[config.mk]
export PLATFORM = sky130hd
export DESIGN_NAME = cut_sequencer
export DESIGN_NICKNAME = d
export VERILOG_FILES = /design/src/rtl/cut_sequencer.sv
export SDC_FILE = /design/constraint.sdc
export NUM_CORES = 1
export LEC_CHECK = 0
export CAP_MARGIN = 10
export CORE_ASPECT_RATIO = 2
export CORE_MARGIN = 2
export CORE_UTILIZATION = 64
export CTS_CLUSTER_DIAMETER = 100
export DETAILED_ROUTE_END_ITERATION = 16
export MAX_ROUTING_LAYER = met4
export PLACE_DENSITY = 0.94
export SYNTH_ARGS = -nofsm -noshare
export SYNTH_HDL_FRONTEND = slang
export SYNTH_SLANG_ARGS = --single-unit
[constraint.sdc]
create_clock -name clk -period 6 [get_ports clk]
set_input_delay 0.9 -clock clk [delete_from_list [all_inputs] [get_ports clk]]
set_output_delay 0.9 -clock clk [all_outputs]
set_load 0.005 [all_outputs]
[src/rtl/cut_sequencer.sv]
// cut_sequencer: runs N feed/cut/settle rounds per job under a watchdog, reporting done, error and progress.
module cut_sequencer #(
  parameter int unsigned SETTLE_CYCLES  = 1000,
  parameter int unsigned TIMEOUT_CYCLES = 300000000,
  parameter int unsigned CNT_W          = 4
) (
  input  logic             clk,
  input  logic             rst,
  input  logic             start_i,
  input  logic [CNT_W-1:0] num_cuts_i,
  input  logic             abort_i,
  output logic             busy_o,
  output logic             done_o,
  output logic             error_o,
  output logic [CNT_W-1:0] cuts_done_o,
  output logic             feed_o,
  input  logic             feed_done_i,
  output logic             cut_o,
  input  logic             cut_end_i
);
  typedef enum logic [2:0] {IDLE, FEED, CUT, SETTLE, DONE, ERR} state_t;
  state_t           state_q, state_d;
  logic [CNT_W-1:0] num_q, num_d, cuts_q, cuts_d;
  logic [31:0]      tmr_q, tmr_d;
  logic             err_q, err_d, feed_done_q, cut_end_q;
  logic             feed_rise, cut_rise, expired, settled, timing;
  assign feed_rise = feed_done_i & ~feed_done_q;
  assign cut_rise  = cut_end_i & ~cut_end_q;
  assign expired   = tmr_q == TIMEOUT_CYCLES - 1;
  assign settled   = tmr_q == SETTLE_CYCLES - 1;
  assign timing    = state_q == FEED || state_q == CUT || state_q == SETTLE;
  // Abort is tested first in every active state; an edge beats a same-cycle watchdog expiry.
  always_comb begin
    state_d = state_q;
    num_d   = num_q;
    cuts_d  = cuts_q;
    err_d   = err_q;
    case (state_q)
      IDLE: if (start_i && !abort_i) begin
        num_d   = num_cuts_i;
        cuts_d  = '0;
        err_d   = 1'b0;
        state_d = num_cuts_i == '0 ? DONE : FEED;
      end
      FEED:   state_d = abort_i ? IDLE : feed_rise ? CUT : expired ? ERR : FEED;
      CUT: begin
        state_d = abort_i ? IDLE : cut_rise ? SETTLE : expired ? ERR : CUT;
        cuts_d  = !abort_i && cut_rise ? cuts_q + 1'b1 : cuts_q;
      end
      SETTLE: state_d = abort_i ? IDLE : !settled ? SETTLE : cuts_q == num_q ? DONE : FEED;
      DONE:   state_d = IDLE;
      ERR:    state_d = abort_i ? IDLE : ERR;
      default: state_d = IDLE;
    endcase
    err_d = state_d == ERR ? 1'b1 : err_d;
    tmr_d = state_d != state_q ? '0 : timing ? tmr_q + 1'b1 : tmr_q;
  end
  always_ff @(posedge clk or posedge rst) begin
    if (rst) begin
      state_q     <= IDLE;
      num_q       <= '0;
      cuts_q      <= '0;
      tmr_q       <= '0;
      err_q       <= 1'b0;
      feed_done_q <= 1'b0;
      cut_end_q   <= 1'b0;
    end else begin
      state_q     <= state_d;
      num_q       <= num_d;
      cuts_q      <= cuts_d;
      tmr_q       <= tmr_d;
      err_q       <= err_d;
      feed_done_q <= feed_done_i;
      cut_end_q   <= cut_end_i;
    end
  end
  assign feed_o      = state_q == FEED;
  assign cut_o       = state_q == CUT;
  assign busy_o      = timing;
  assign done_o      = state_q == DONE;
  assign error_o     = err_q;
  assign cuts_done_o = cuts_q;
endmodule

==> metrics.txt <==
outcome completed; part of the power in registers 49.6%; Distinct cells, synth 50; core box area 0.00430 mm2; CP max FO 32; Worst Path Arrival 3.82 ns; Most used DFF post-synth dfrtp_1; largest net degree at the start of global routing 47; Worst EP required 6.20 ns; gr usage total 29.7%; #FFs+latches synth 46; ANT nets after route 0; HPWL reported at the end of detailed placement 4470 um; Max Cap Violations 0; f_max 276 MHz; Root Buffer clkbuf_8; Clk pwr share 33.0%; placed cell count 325; Hold-fix buffers, CTS 0; Post-Syn Nets 277; synthesized netlist cell count 265; CTS max path bufs 2; CP cell instances clkdlybuf4s50_1 > nor4_1 > nand3_1 > a211o_1 > xor2_1 > nand3_2 > nor3_1; io pins 19; synthesized area 0.00283 mm2; Final TNS setup 0 ns; Max IR drop VDD 0.201 mV; Worst Skew 0.0117 ns; critical path's largest stage delay 0.75 ns; worst-margin pin slew 1.13 ns; sequential-to-total area share from yosys stat 40.7%; number of global-route vias before repair 2276; NetSw 203 uW; mux share of post-synthesis cell area 2.30%; count of pins over their slew limit 0; Initial DRC Count 104; power per cell area 230 mW/mm2; Syn. warnings 0; Adder-Cell Fraction of Synth Area 0.886%; critical path class primary input to flop; H-tree depth 2; wire per inst 19.4 um; CP endpoint kind flop; initial antenna violation count 0; post-route insts no fill 333; final instance area 0.00305 mm2; ant diodes 0; Final Hold Viols 0; DIE WIDTH 51.0 um; ranking of synthesized cells by area dfrtp_1 41%, nor3_2 11%, xor2_1 9.0%; CP max-delay cell nand3_2; Avg Inst Size Synth 10.7 um2; min Tclk post-route 3.63 ns; RSZ-0062 raised after global routing false; Post-synth EDFFs 0; Die Height 98.0 um; CTS Buf Count 5; Buffers on Ports 18; Die ar. 0.00499 mm2; GRT overflow 0; vias per cell 6.71; RePlAce Congestion 0.883; Initial DRT Pass Iterations 5; FP Rows 34; sw frac 28.9%; Residual DRC 0; worst setup margin 2.37 ns; area growth from synthesis to layout 8.06%; Pleak 0.00129 uW; Comb pwr share 17.4%; fin crit share 60.4%; HP Class flop to flop; CTS tree done; Relative slew margins 24.9%; Resized Gates After CTS 0; compound-cell area share of the yosys netlist 5.27%; Pint 499 uW; Finish-stage setup viols 0; Synth top area share 40.7%; first-pass GRT wire length 10900 um; clock sink count 46; share of cells above drive strength 1 20.4%; Async SR Flop Fraction 100%; largest family of logic cells by synthesized area simple AND/OR/NAND/NOR gates; Detailed Route WL 6470 um; dpl ws 2.13 ns; vias 2235; nature of the critical path startpoint primary input; most area-hungry cell type in the Yosys netlist dfrtp_1; DP Area 0.00294 mm2; Synth Area in Simple Gates 34.0%; Post-CTS Setup Bufs 0; nets 290; Initial Util 65.8%; worst-skew pair later-pin latency 0.31 ns; Reg clk slew, reported paths 0.09 ns; Tot Pwr 702 uW; XOR/XNOR Fraction of Synth Area 11.8%
[Yosys cell counts (2+ instances only)]
library cell and instances:
buf_12 3, nor3b_1 2, and3_1 2, o21ai_0 5, inv_1 2, xor2_1 29, nand2_1 22, mux2i_1 2
and4_1 3, nand4_1 15, nor4_1 8, nand3_1 18, nor3_1 9, dfrtp_1 46, mux2_2 4, or3_1 2
ha_1 2, nor2_1 8, o21bai_1 2, clkbuf_1 2, nor4b_1 2, nor4_2 3, xnor2_1 9, buf_6 4
nand2b_1 3, nand3_2 2, nor3_2 31, a21oi_1 3
[power by group through the flow]
stage	clock network (uW)	logic [uW]	registers [uW]
2_1_floorplan	0	113	345
3_3_place_gp	0	113	352
3_5_place_dp	0	117	353
4_1_cts	234	120	348
5_1_grt	247	129	350
6_report	232	122	348
[worst paths after layout]
kind,slack [ns],cells past startpoint,from,endpoint
worst min register to register,0.52,1,error_o$_DFFE_PP0P_,error_o$_DFFE_PP0P_
worst min-delay path,0.52,1,error_o$_DFFE_PP0P_,error_o$_DFFE_PP0P_
worst max register to register,2.95,7,tmr_q[0]$_DFFE_PP0P_,tmr_q[0]$_DFFE_PP0P_
max in group asynchronous,4.29,2,rst,tmr_q[16]$_DFFE_PP0P_
worst max-delay path,2.37,7,num_cuts_i[3],tmr_q[0]$_DFFE_PP0P_
min in group asynchronous,1.12,2,rst,tmr_q[18]$_DFFE_PP0P_
[registers in the layout, summed over array words and instances (netlist names)]
| signal | flops |
|---|---|
| cuts_done_o | 4 |
| tmr_q | 32 |
| cut_end_q | 1 |
| state_q | 3 |
| error_o | 1 |
| num_q | 4 |
| feed_done_q | 1 |
[layer usage]
layer	track usage [%]	vias up	share of wire [%]
li1	-	984	-
met1	30.6	1079	31
met2	51.6	118	57
met3	4.28	54	5.3
met4	17.0	0	6.7
met5	-	-	0
[cell families (layout without fill, tap and decap cells)]
logic type,count (synthesis),after routing
adders and majority gates,2,2
buffers and inverters,15,29
and+or+nand+nor,139,139
DFF,46,46
xor gates and xnor gates,38,38
muxes,6,6
AOI/OAI and AO/OA,19,19
[per-stage QoR]
| step | utilization (%) | hold slack (ns) |
|---|---|---|
| after global placement | 68.5 | 0.490 |
| after global routing | 71.1 | 0.527 |
| after detailed placement | 68.5 | 0.498 |
| final | 71.1 | 0.524 |
| after CTS | 71.1 | 0.522 |
| after floorplan | - | 0.498 |
[cells in the final DEF (no fill, tap or decap), types with 2 or more instances in the layout]
cell,Yosys,routed
nor2_1,8,8
nor4_2,3,3
nand3_1,18,18
nand4_1,15,15
and4_1,3,3
dfrtp_1,46,46
nand2_1,22,22
clkbuf_8,0,5
xor2_1,29,29
a21oi_1,3,3
o21ai_0,5,5
and3_1,2,2
nor4_1,8,8
o21bai_1,2,2
nor3_2,31,31
nor3_1,9,9
nand2b_1,3,3
or3_1,2,2
nand3_2,2,2
mux2i_1,2,2
nor3b_1,2,2
mux2_2,4,4
nor4b_1,2,2
ha_1,2,2
xnor2_1,9,9
clkdlybuf4s50_1,0,18
[worst max-delay path: cells and delay by family]
kind | cells | cell delay (ns)
buffers and inverters | 1 | 0.43
xor gates and xnor gates | 1 | 0.17
and+or+nand+nor | 4 | 2.01
AOI/OAI and AO/OA | 1 | 0.32
[area by class of cell]
cell class,count,area [um2]
Inverter,3,11.3
Clock inverter,2,37.5
Fill cell,314,1240
Tap cell,54,67.6
Clock buffer,6,72.6
Sequential cell,46,1150
Multi-Input combinational cell,204,1530
Timing Repair Buffer,18,180
Note: power is estimated with default switching activity, not from simulation.
